--- src/rtl/tl_intersection_model_lane_queue.sv ---
// One vehicle queue: counts arrivals in, paces departures out every DEP_INT
// cycles while permitted, saturates with a sticky overflow flag.
module lane_queue #(
    parameter int unsigned CNT_W   = 4,
    parameter int unsigned DEP_INT = 2
) (
    input  logic             clk,
    input  logic             reset_n,
    input  logic             permit,
    input  logic             arr,
    output logic [CNT_W-1:0] q,
    output logic             occ,
    output logic             dep,
    output logic             ovf
);

    localparam int unsigned      TW    = (DEP_INT > 1) ? $clog2(DEP_INT) : 1;
    localparam logic [TW-1:0]    TLAST = TW'(DEP_INT - 1);
    localparam logic [CNT_W-1:0] QMAX  = '1;

    logic [CNT_W-1:0] q_q, q_d;
    logic [TW-1:0]    timer_q, timer_d;
    logic             dep_q, dep_d;
    logic             ovf_q, ovf_d;
    logic             active;

    always_comb begin
        active  = permit && (q_q != '0);
        dep_d   = active && (timer_q == TLAST);
        timer_d = (!active || dep_d) ? '0 : timer_q + TW'(1);
        q_d     = q_q;
        ovf_d   = ovf_q;
        // Arrival and departure on the same edge cancel out.
        if (arr && !dep_d) begin
            if (q_q == QMAX) ovf_d = 1'b1;
            else             q_d   = q_q + CNT_W'(1);
        end else if (!arr && dep_d) begin
            q_d = q_q - CNT_W'(1);
        end
    end

    always_ff @(posedge clk) begin
        if (!reset_n) begin
            q_q     <= '0;
            timer_q <= '0;
            dep_q   <= 1'b0;
            ovf_q   <= 1'b0;
        end else begin
            q_q     <= q_d;
            timer_q <= timer_d;
            dep_q   <= dep_d;
            ovf_q   <= ovf_d;
        end
    end

    assign q   = q_q;
    assign occ = (q_q != '0);
    assign dep = dep_q;
    assign ovf = ovf_q;

endmodule

--- config.mk ---
export PLATFORM = sky130hd
export DESIGN_NAME = lane_queue
export DESIGN_NICKNAME = d
export VERILOG_FILES = /design/src/rtl/tl_intersection_model_lane_queue.sv
export SDC_FILE = /design/constraint.sdc
export NUM_CORES = 1
export LEC_CHECK = 0
export ABC_CLOCK_PERIOD_IN_PS = 2900
export CAP_MARGIN = 30
export CORE_AREA = 2 2 39 41
export DETAILED_ROUTE_END_ITERATION = 12
export DIE_AREA = 0 0 41 43
export GPL_TIMING_DRIVEN = 0
export PLACE_DENSITY_LB_ADDON = 0.1
export RECOVER_POWER = 50
export SLEW_MARGIN = 20
export SYNTH_ARGS = -nofsm -noshare
export SYNTH_HDL_FRONTEND = slang
export SYNTH_SLANG_ARGS = --single-unit
--- constraint.sdc ---
create_clock -name clk -period 2.9 [get_ports clk]
set_clock_uncertainty 0.15 [all_clocks]
set_input_delay 0.435 -clock clk [delete_from_list [all_inputs] [get_ports clk]]
set_output_delay 0.435 -clock clk [all_outputs]
set_load 0.02 [all_outputs]
==> flow_summary.yaml <==
route:
  wl_per_cell_um: 12.0
  routed_wl_um: 887
  drtPass1Iterations: 4
  vias: 375
  drt_iter0_drc: 2
  drt_drc_violations_left: 0
  vias_per_cell: 5.07
  ant_nets: 0
global_routing:
  grt_pass1_wl_um: 1520
  antenna_found_initial: 0
  grt-ovfl-total: 0
  grt_pass1_vias: 359
  grt_max_degree: 10
  grt.total_usage: 0.135
worst_setup_path:
  slowest_delay_ns: 0.58
  slowest_stage: "dlygate4sd3_1"
  crit_required_ns: 2.92
  crit_fanout: 4
  startpoint_type: "input port"
  worstPathArrival_ns: 2.61
  crit_chain: "dlygate4sd3_1 -> o41ai_2 -> o21ai_0 -> ha_1 -> a21oi_1 -> and2_1 -> o21ai_0 -> o221ai_1"
  critPathBufInv: 1
  endpoint_kind: "flip-flop"
  cp_top_family: "compound AO/OA/AOI/OAI gates"
  setup.worst_path.class: "in -> reg"
  crit_top_cell: "o21ai_0"
  reg2reg_from: "q[1]"
  crit_path_start: "permit"
timing:
  period_share: 0.893
  setup_violations: 0
  slew_violations: 0
  fmax_mhz: 386
  rsz0062_at_grt: "false"
  max_slew_margin: 0.626
  worst_pin_slew_ns: 0.554
  finalHoldWorstSlack_ns: 0.308
  period_needed_ns: 2.59
  hold_viol_final: 0
  tns_ns: 0
pwr:
  ir_drop_v: 0.000354
  power_leakage_nw: 0.223
  power_density_nw_per_um2: 604
synthesis:
  synth_top_cell_area_share: 0.332
  synthCells: 45
  synth_nets: 52
  netlist_top_cells_count: "dfxtp_1, nand2_1, a21oi_1, mux2i_1"
  synth_cell_type_count: 25
  synthFlopType: "dfxtp_1"
  yosys_warnings: 0
  synth_edf_count: 0
  synthArstFlopShare: 0
  synth.area.top_cells: "dfxtp_1, mux2i_1, ha_1, fa_1, nand2_1"
  yosysTopAreaCell: "dfxtp_1"
  synth_seq_cells: 7
  seq_area_frac_synth: 0.332
  synth.most_common_cell: "dfxtp_1"
  synth.cell_area_um2: 422
  avgSynthCellArea_um2: 9.37
clock_network:
  post_cts_buffers: 0
  cts_max_level: 1
  root_buffer: "clkbuf_4"
  cts_max_path_buffers: 2
  cts_tree: "yes"
  cts_hold_buf: 0
  clock_latency_ns: 0.25
  cts.sinks: 7
  clk_pin_slew_ns: 0.05
  cts_buffers: 3
  cts_resized: 0
floorplan:
  die_w_um: 41
  fp.dieH_um: 43
  start_util: 0.305
  dieArea_um2: 1760
  pin_count: 11
  coreArea_um2: 1380
  num_rows: 14
final_layout:
  area_delta_synth_final_pct: 29.7
  postLayoutCoreUtil: 0.395
  nNetsFinal: 66
  n_fill_cell: 144
  n_antenna_cell: 0
  drive_above_1_share: 0.0862
  finalNonFillerCells: 74
place:
  dp_hpwl_um: 700
  placed_cells: 70
  port_buffers: 9
  gp_congestion: 0.653
worst_hold_path:
  hold_path.class: "reg -> reg"
  hp-start: "ovf"
job:
  cap_viol_max_count: 0
run_status:
  status: "completed"
## stage by stage
stage	instance area [um^2]	total power, mW	worst slack, ns
CTS	558	0.346	0.343
global placement	532	0.254	0.0970
floorplan	422	0.207	0.628
detailed placement	532	0.254	0.0871
finish	547	0.330	0.309
global route	547	0.358	0.0713
## routing by layer
| metal | part of all wire | track usage |
|---|---|---|
| met3 | 0.063 | 0.0942 |
| met1 | 0.50 | 0.172 |
| met5 | 0 | 0 |
| met2 | 0.43 | 0.178 |
| met4 | 0.011 | 0.0400 |
## cell families (layout without fill, tap and decap cells)
| family | count (synthesis) | in the layout | share of synthesized area |
|---|---|---|---|
| AND/OR/NAND/NOR | 17 | 17 | 0.240 |
| flip-flops | 7 | 7 | 0.332 |
| AO/OA/AOI/OAI | 10 | 10 | 0.181 |
| adder cells (fa/ha/maj) | 3 | 3 | 0.107 |
| buffers and inverters | 3 | 16 | 0.0267 |
| multiplexers | 3 | 3 | 0.0712 |
| XOR/XNOR | 2 | 2 | 0.0416 |
## layout by cell type (no fill, tap or decap), drive strengths merged, types with 2 or more instances in the layout
cell           n
a21oi          3
clkbuf         5
clkdlybuf4s50  5
dfxtp          7
dlygate4sd3    4
ha             2
inv            2
mux2i          3
nand2          5
nand2b         2
nand3          2
nor2           2
nor3           2
o21ai          2
## power breakdown
part | switching [mW] | total, mW | leakage [nW] | internal [mW]
Sequential | 0.0205 | 0.129 | 0.0574 | 0.108
Combinational | 0.0594 | 0.115 | 0.150 | 0.0553
Clock | 0.0343 | 0.0867 | 0.0150 | 0.0524
Total | 0.114 | 0.330 | 0.223 | 0.216
## layout make-up
type / instances / area (um^2) / area share
multi-input cells: 35 / 259 / 0.474
flip-flops and latches: 7 / 140 / 0.256
repair buffers: 9 / 90.1 / 0.165
clock buffers: 4 / 26.3 / 0.0481
well taps: 16 / 20.0 / 0.0366
inverters: 2 / 7.51 / 0.0137
plain buffers: 1 / 3.75 / 0.00686
## path summary, 6_finish.rpt
path,end,slack (ns),cells after the start
setup / recovery,q[3],0.31,8
hold / removal,ovf,0.31,1
setup reg to reg,q[3],0.44,7
hold reg to reg,ovf,0.31,1
## sequential cells by signal, indices dropped and copies added (netlist names)
register	flops
timer_q	1
q	4
dep	1
ovf	1
(Power assumes the default switching activity.)
